==> src/rtl/neuron_mac.sv <==
// neuron_mac: streamed Q8.24 multiply-accumulate with bias and output saturation
module neuron_mac #(
  parameter int WIDTH = 32,
  parameter int FL    = 24,
  parameter int N_IN  = 4
) (
  input  logic                    clk,
  input  logic                    rst,
  input  logic                    en,
  input  logic                    start,
  input  logic signed [WIDTH-1:0] bias,
  input  logic signed [WIDTH-1:0] x_in,
  input  logic signed [WIDTH-1:0] w_in,
  input  logic                    in_valid,
  output logic                    in_ready,
  output logic                    busy,
  output logic signed [WIDTH-1:0] sum_out,
  output logic                    out_valid
);
  localparam int ACC_W = 2*WIDTH-FL+8;
  localparam int CW = (N_IN > 1) ? $clog2(N_IN) : 1;
  typedef enum logic [1:0] {IDLE, ACC, SAT} state_t;
  state_t                    state;
  logic signed [ACC_W-1:0]   acc;
  logic        [CW-1:0]      cnt;
  logic signed [2*WIDTH-1:0] prod;
  logic signed [ACC_W-1:0]   prod_ext;
  logic signed [ACC_W-1:0]   bias_ext;
  logic                      fits;
  logic        [WIDTH-1:0]   clamp;
  assign prod     = x_in * w_in;
  // arithmetic shift floors the dropped fraction; the cast keeps the sign-extended low ACC_W bits
  assign prod_ext = ACC_W'(prod >>> FL);
  assign bias_ext = {{(ACC_W-WIDTH){bias[WIDTH-1]}}, bias};
  assign fits     = (&acc[ACC_W-1:WIDTH-1]) | ~(|acc[ACC_W-1:WIDTH-1]);
  assign clamp    = fits ? acc[WIDTH-1:0] :
                    acc[ACC_W-1] ? {1'b1, {(WIDTH-1){1'b0}}} : {1'b0, {(WIDTH-1){1'b1}}};
  assign busy     = state != IDLE;
  assign in_ready = (state == ACC) & en;
  always_ff @(posedge clk or negedge rst) begin
    if (!rst) begin
      state     <= IDLE;
      acc       <= '0;
      cnt       <= '0;
      sum_out   <= '0;
      out_valid <= 1'b0;
    end else if (en) begin
      out_valid <= state == SAT;
      case (state)
        IDLE: if (start) begin
          acc   <= bias_ext;
          cnt   <= '0;
          state <= ACC;
        end
        ACC: if (in_valid) begin
          acc <= acc + prod_ext;
          cnt <= cnt + CW'(1);
          if (cnt == CW'(N_IN-1)) state <= SAT;
        end
        default: begin
          sum_out <= clamp;
          state   <= IDLE;
        end
      endcase
    end
  end
endmodule

==> config.mk <==
export PLATFORM = sky130hd
export DESIGN_NAME = neuron_mac
export DESIGN_NICKNAME = d
export VERILOG_FILES = /design/src/rtl/neuron_mac.sv
export SDC_FILE = /design/constraint.sdc
export NUM_CORES = 2
export LEC_CHECK = 0
export ABC_CLOCK_PERIOD_IN_PS = 9000
export CAP_MARGIN = 20
export CORE_MARGIN = 5
export CORE_UTILIZATION = 60
export DETAILED_ROUTE_END_ITERATION = 10
export DONT_BUFFER_PORTS = 1
export PLACE_DENSITY_LB_ADDON = 0.3
export SYNTH_ARGS = -nofsm -noshare
export SYNTH_HDL_FRONTEND = slang
export SYNTH_SLANG_ARGS = --single-unit
==> constraint.sdc <==
create_clock -name clk -period 9 [get_ports clk]
set_input_delay 0.45 -clock clk [delete_from_list [all_inputs] [get_ports clk]]
set_output_delay 0.45 -clock clk [all_outputs]
set_load 0.005 [all_outputs]
After elaboration in Yosys (flattened, before gate mapping)
Index checks and enable logic that the tools add are counted.
- $add $sub $neg: 2
- $mul: 1
- equality and inequality tests: 6
- multiplexer cells: 12
- bitwise logic cells: 4
- reductions and logical operators: 9
- operator list (operator ; number):
    two-way mux 48 bit ; 2
    one-hot mux 48 bit (2 select lines) ; 1
    multiplier 32 x 32 -> 64 bit ; 1
    two-way mux 32 bit ; 2
    adder 48 x 40 -> 48 bit ; 1
    AND reduction 17 bit ; 1
    OR reduction 17 bit ; 1
    two-way mux 2 bit ; 5
    one-hot mux 2 bit (2 select lines) ; 2
    AND reduction 4 bit ; 2
    == test 2 bit (second input constant) ; 2
    inequality test 2 bit (second input constant) ; 2
    nonzero test 2 bit ; 2
    adder 2 x 1 -> 2 bit (second input constant) ; 1
    == test 2 x 1 -> 1 bit (second input constant) ; 1
    logical NOT 2 bit ; 1
    inequality test 2 x 1 -> 1 bit (second input constant) ; 1
    NOT 1 bit ; 2
    AND reduction 2 bit ; 1
    OR reduction 2 bit ; 1
    bitwise AND 1 bit ; 1
    OR 1 bit ; 1
- flip-flop bits (word level): 85
- output and inout port bits: 35
- logic and storage cells: 39

Longest topological paths before layout
- depth after elaboration: 4
- depth in mapped cells: 41
- gate-level depth less buffers: 39

Least setup slack after synthesis
OpenSTA, ideal clock, no wires.
- path type: in2reg
- start point: input port x_in[31]
- end point: register acc[47]
- library setup time: 0.087 ns
- arrival time: 10.201 ns
- data required time: 8.913 ns
- path slack: -1.288 ns
- stages: 37
- buffers on the path: 2
- cell sequence: clkbuf_1 nand2_1 inv_1 fa_1 fa_1 fa_1 fa_1 inv_1 fa_1 inv_1 fa_1 inv_1 fa_1 inv_1 fa_1 ha_1 nand4_1 or3_1 a211o_1 o31a_2 a21bo_4 o31ai_2 a21oi_1 xnor2_1 ha_1 clkbuf_1 nand3_1 nor2b_1 nand4_1 a211oi_1 o41a_1 and4b_1 nor3_2 a31oi_2 a21oi_1 and4b_1 a211oi_2
- word-level cells in the longest chain between the ends: 4
- ends and longest elaborated chain (item ; RTL line ; text):
    start: declaration ; 12 ; input logic signed [WIDTH-1:0] x_in,
    multiplier 32 x 32 -> 64 bit ; 31 ; assign prod = x_in * w_in;
    adder 48 x 40 -> 48 bit ; 56 ; acc <= acc + prod_ext;
    two-way mux 48 bit ; 55 ; ACC: if (in_valid) begin
    one-hot mux 48 bit (2 select lines) ; 49 ; case (state)
    end signal: assignment ; 51 ; acc <= bias_ext;
    end signal: assignment ; 56 ;
    end: declaration ; 24 ; logic signed [ACC_W-1:0] acc;
No other way between the ends. The select of a mux whose other input is x is not followed.
A chain may end at the register's enable or synchronous reset.

Worst setup path in the final report
- start point: input port x_in[12]
- end point: register acc[47]
Same word-level chain as after synthesis.

==> key figures <==
Finish
  – Ant diodes: 0
  – Layout Utilization: 66.34%
  – Layout cell share with drive strength beyond 1: 10.88%
  – Fin nets: 5929
  – Area grow syn2layout: 9.194%

Worst setup path
  – CP max-delay cell: fa_1
  – Crit-path max FO: 32
  – Critical path endpoint category: register
  – Buf/Inv on CP: 6
  – Most common cell type on the critical path: fa_1
  – Worst R2R Setup Slack: 5770 ps
  – FF-to-FF path depth: 15
  – Worst path top cell family by delay: adder cells
  – Critical R2R Launch: acc[0]
  – CP peak stage delay: 560 ps
  – CP arrival: 9450 ps
  – Worst reg2reg endpoint: acc[44]
  – Crit Path Category: primary input to register
  – Setup crit start kind: primary input
  – Req. time, crit path: 9270 ps

Logic synthesis
  – Synth Flop Type: dfrtp_1
  – EDFF count, synth: 0
  – Synth Cell Area: 41020 µm²
  – Number of synthesized register bits: 85
  – Count leader, synth: fa_1
  – Post-synth top area cell: fa_1
  – Top-area cell type share of the netlist area: 52.81%
  – Sequential area share after synthesis: 5.186%
  – Cell variety after synth: 67
  – Syn_nets: 5843
  – Commonest cells in the netlist: fa_1 (1082), inv_1 (954), nand2_1 (636)
  – Async set or reset register ratio after synthesis: 100.0%
  – Ranking of synthesized cells by area: fa_1 (53%), inv_1 (8.7%), and2_1 (7.0%)
  – Synthesized instance count: 4431
  – Syn_area_per_cell: 9.257 µm²
  – Yosys warns: 0

STA
  – Final setup margin: -181.8 ps
  – Fmax: 108.9 MHz
  – # setup viols final: 8
  – Fin. max-slew vios: 0
  – Period utilisation layout: 102.0%
  – Worst Max-Slew Pin Slew: 1053 ps
  – Worst Clk Skew: 12.97 ps
  – RSZ-0062 raised after global routing: yes
  – Slew HR: 29.79%
  – Final critical-path required period: 9182 ps
  – WHS: -10.15 ps
  – Hold Fails Final Rpt: 8

Place
  – Final Wtd Congestion: 0.9197
  – PortBufs: 0
  – HPWL Detailed: 85.18 mm

GRT
  – Vias in the first global route: 34240
  – GRT Util Overall: 29.55%
  – Initial antenna violation count: 1
  – Largest net degree at the start of global routing: 86
  – GR Overflow Total: 0
  – First-pass GRT wire length: 175.7 mm

Route
  – Vias: 30560
  – Routed WL: 106.2 mm
  – Vias/cell: 5.666
  – DRT Pass-1 Iters: 8
  – Drc violations: 0
  – 1st-iter DRT viols: 2069
  – Antenna viol nets, final: 0
  – Wire length per cell: 19.68 µm

Status
  – Violated checks: hold timing, setup timing
  – Status: finished, violations left

Clock network
  – Clock Tree Buf Depth: 2
  – Max H-tree Level: 3
  – Clock latency at the later pin of the worst-skew pair: 350 ps
  – Clk sinks: 85
  – Clk pin slew, worst setup/hold paths: 70 ps
  – Root buf cell: clkbuf_16
  – CTS tree: built
  – Num CTS Buffers: 9

Die
  – Core Area: 67510 µm²
  – Die span in y: 271.5 µm
  – Initial Util: 60.75%
  – Die area: 73690 µm²
  – Rows: 95
  – Die W: 271.5 µm
  – Ports: 136

Run
  – Max-cap violations: 0

Min path
  – Type of the most critical hold path: primary input to async pin
through the flow:
| stage | cell area [µm²] | TNS [ps] | cells | setup WS (ps) |
|---|---|---|---|---|
| 5_1_grt | 44790 | -6756 | 5394 | -570.6 |
| 4_1_cts | 44030 | -170.2 | 5373 | -98.10 |
| 6_report | 44790 | -814.3 | 5394 | -181.8 |
| 3_5_place_dp | 43410 | -14770 | 5341 | -801.6 |
| 3_3_place_gp | 43400 | -9930 | 5340 | -626.6 |
| 2_1_floorplan | 41190 | -2952 | 4431 | -631.7 |
cell usage in the layout (no fill, tap or decap), types with 28 or more instances in the layout:
cell type	n
o21ai_0	49
dfrtp_1	85
xor2_1	30
buf_4	299
a21oi_2	28
nand2_1	632
a21oi_1	128
and2_1	454
fa_1	1074
ha_1	217
inv_1	945
xnor2_1	56
nor2_1	100
a21o_1	57
state kept, by name (all words and copies together), names as in the netlist:
name and flops:
state 2, acc 48, cnt 2, out_valid 1
sum_out 32
layout make-up:
| cell class | instances | area [µm²] |
|---|---|---|
| Multi-Input combinational cell | 3153 | 35250 |
| Fill cell | 5284 | 22730 |
| Inverter | 954 | 3591 |
| Timing Repair Buffer | 314 | 2451 |
| Sequential cell | 85 | 2127 |
| Tap cell | 873 | 1092 |
| Clock buffer | 11 | 242.7 |
| Clock inverter | 4 | 32.53 |
cell families (layout without fill, tap and decap cells):
group | Yosys count | count (layout) | synth area share [%]
buf+inv | 1193 | 1283 | 10.92
compound gates | 424 | 424 | 6.452
simple gates | 1326 | 1326 | 15.68
flops | 85 | 85 | 5.186
xor+xnor | 91 | 91 | 1.943
mux | 1 | 1 | 0.02745
fa+ha+maj | 1311 | 1311 | 59.79
what timing repair did:
item,CTS,global route
pin swaps,45,92
hold buffers,1,0
endpoints found under the setup margin,22,33
resized for setup,47,139
buffers inserted,17,24
hold endpoints to repair,85,0
routing by layer:
layer | wire length (µm) | global-route usage (%)
met1 | 37960 | 35.96
met4 | 4377 | 10.10
met5 | 0 | 0
met3 | 7206 | 4.504
met2 | 56620 | 53.93
how the worst max path moves through the flow:
stage,start,endpoint,slack [ps],cells past startpoint
after floorplan,x_in[31],acc[47],-630,36
after global placement,x_in[14],acc[47],-630,36
after detailed placement,x_in[14],acc[47],-800,36
after CTS,w_in[2],acc[47],-100,37
after global routing,x_in[13],acc[47],-570,38
final,x_in[12],acc[47],-180,38
Power is left out: the tool's default activity adds up to more than one toggle a clock period on the data nets, which glitch-free logic cannot reach.
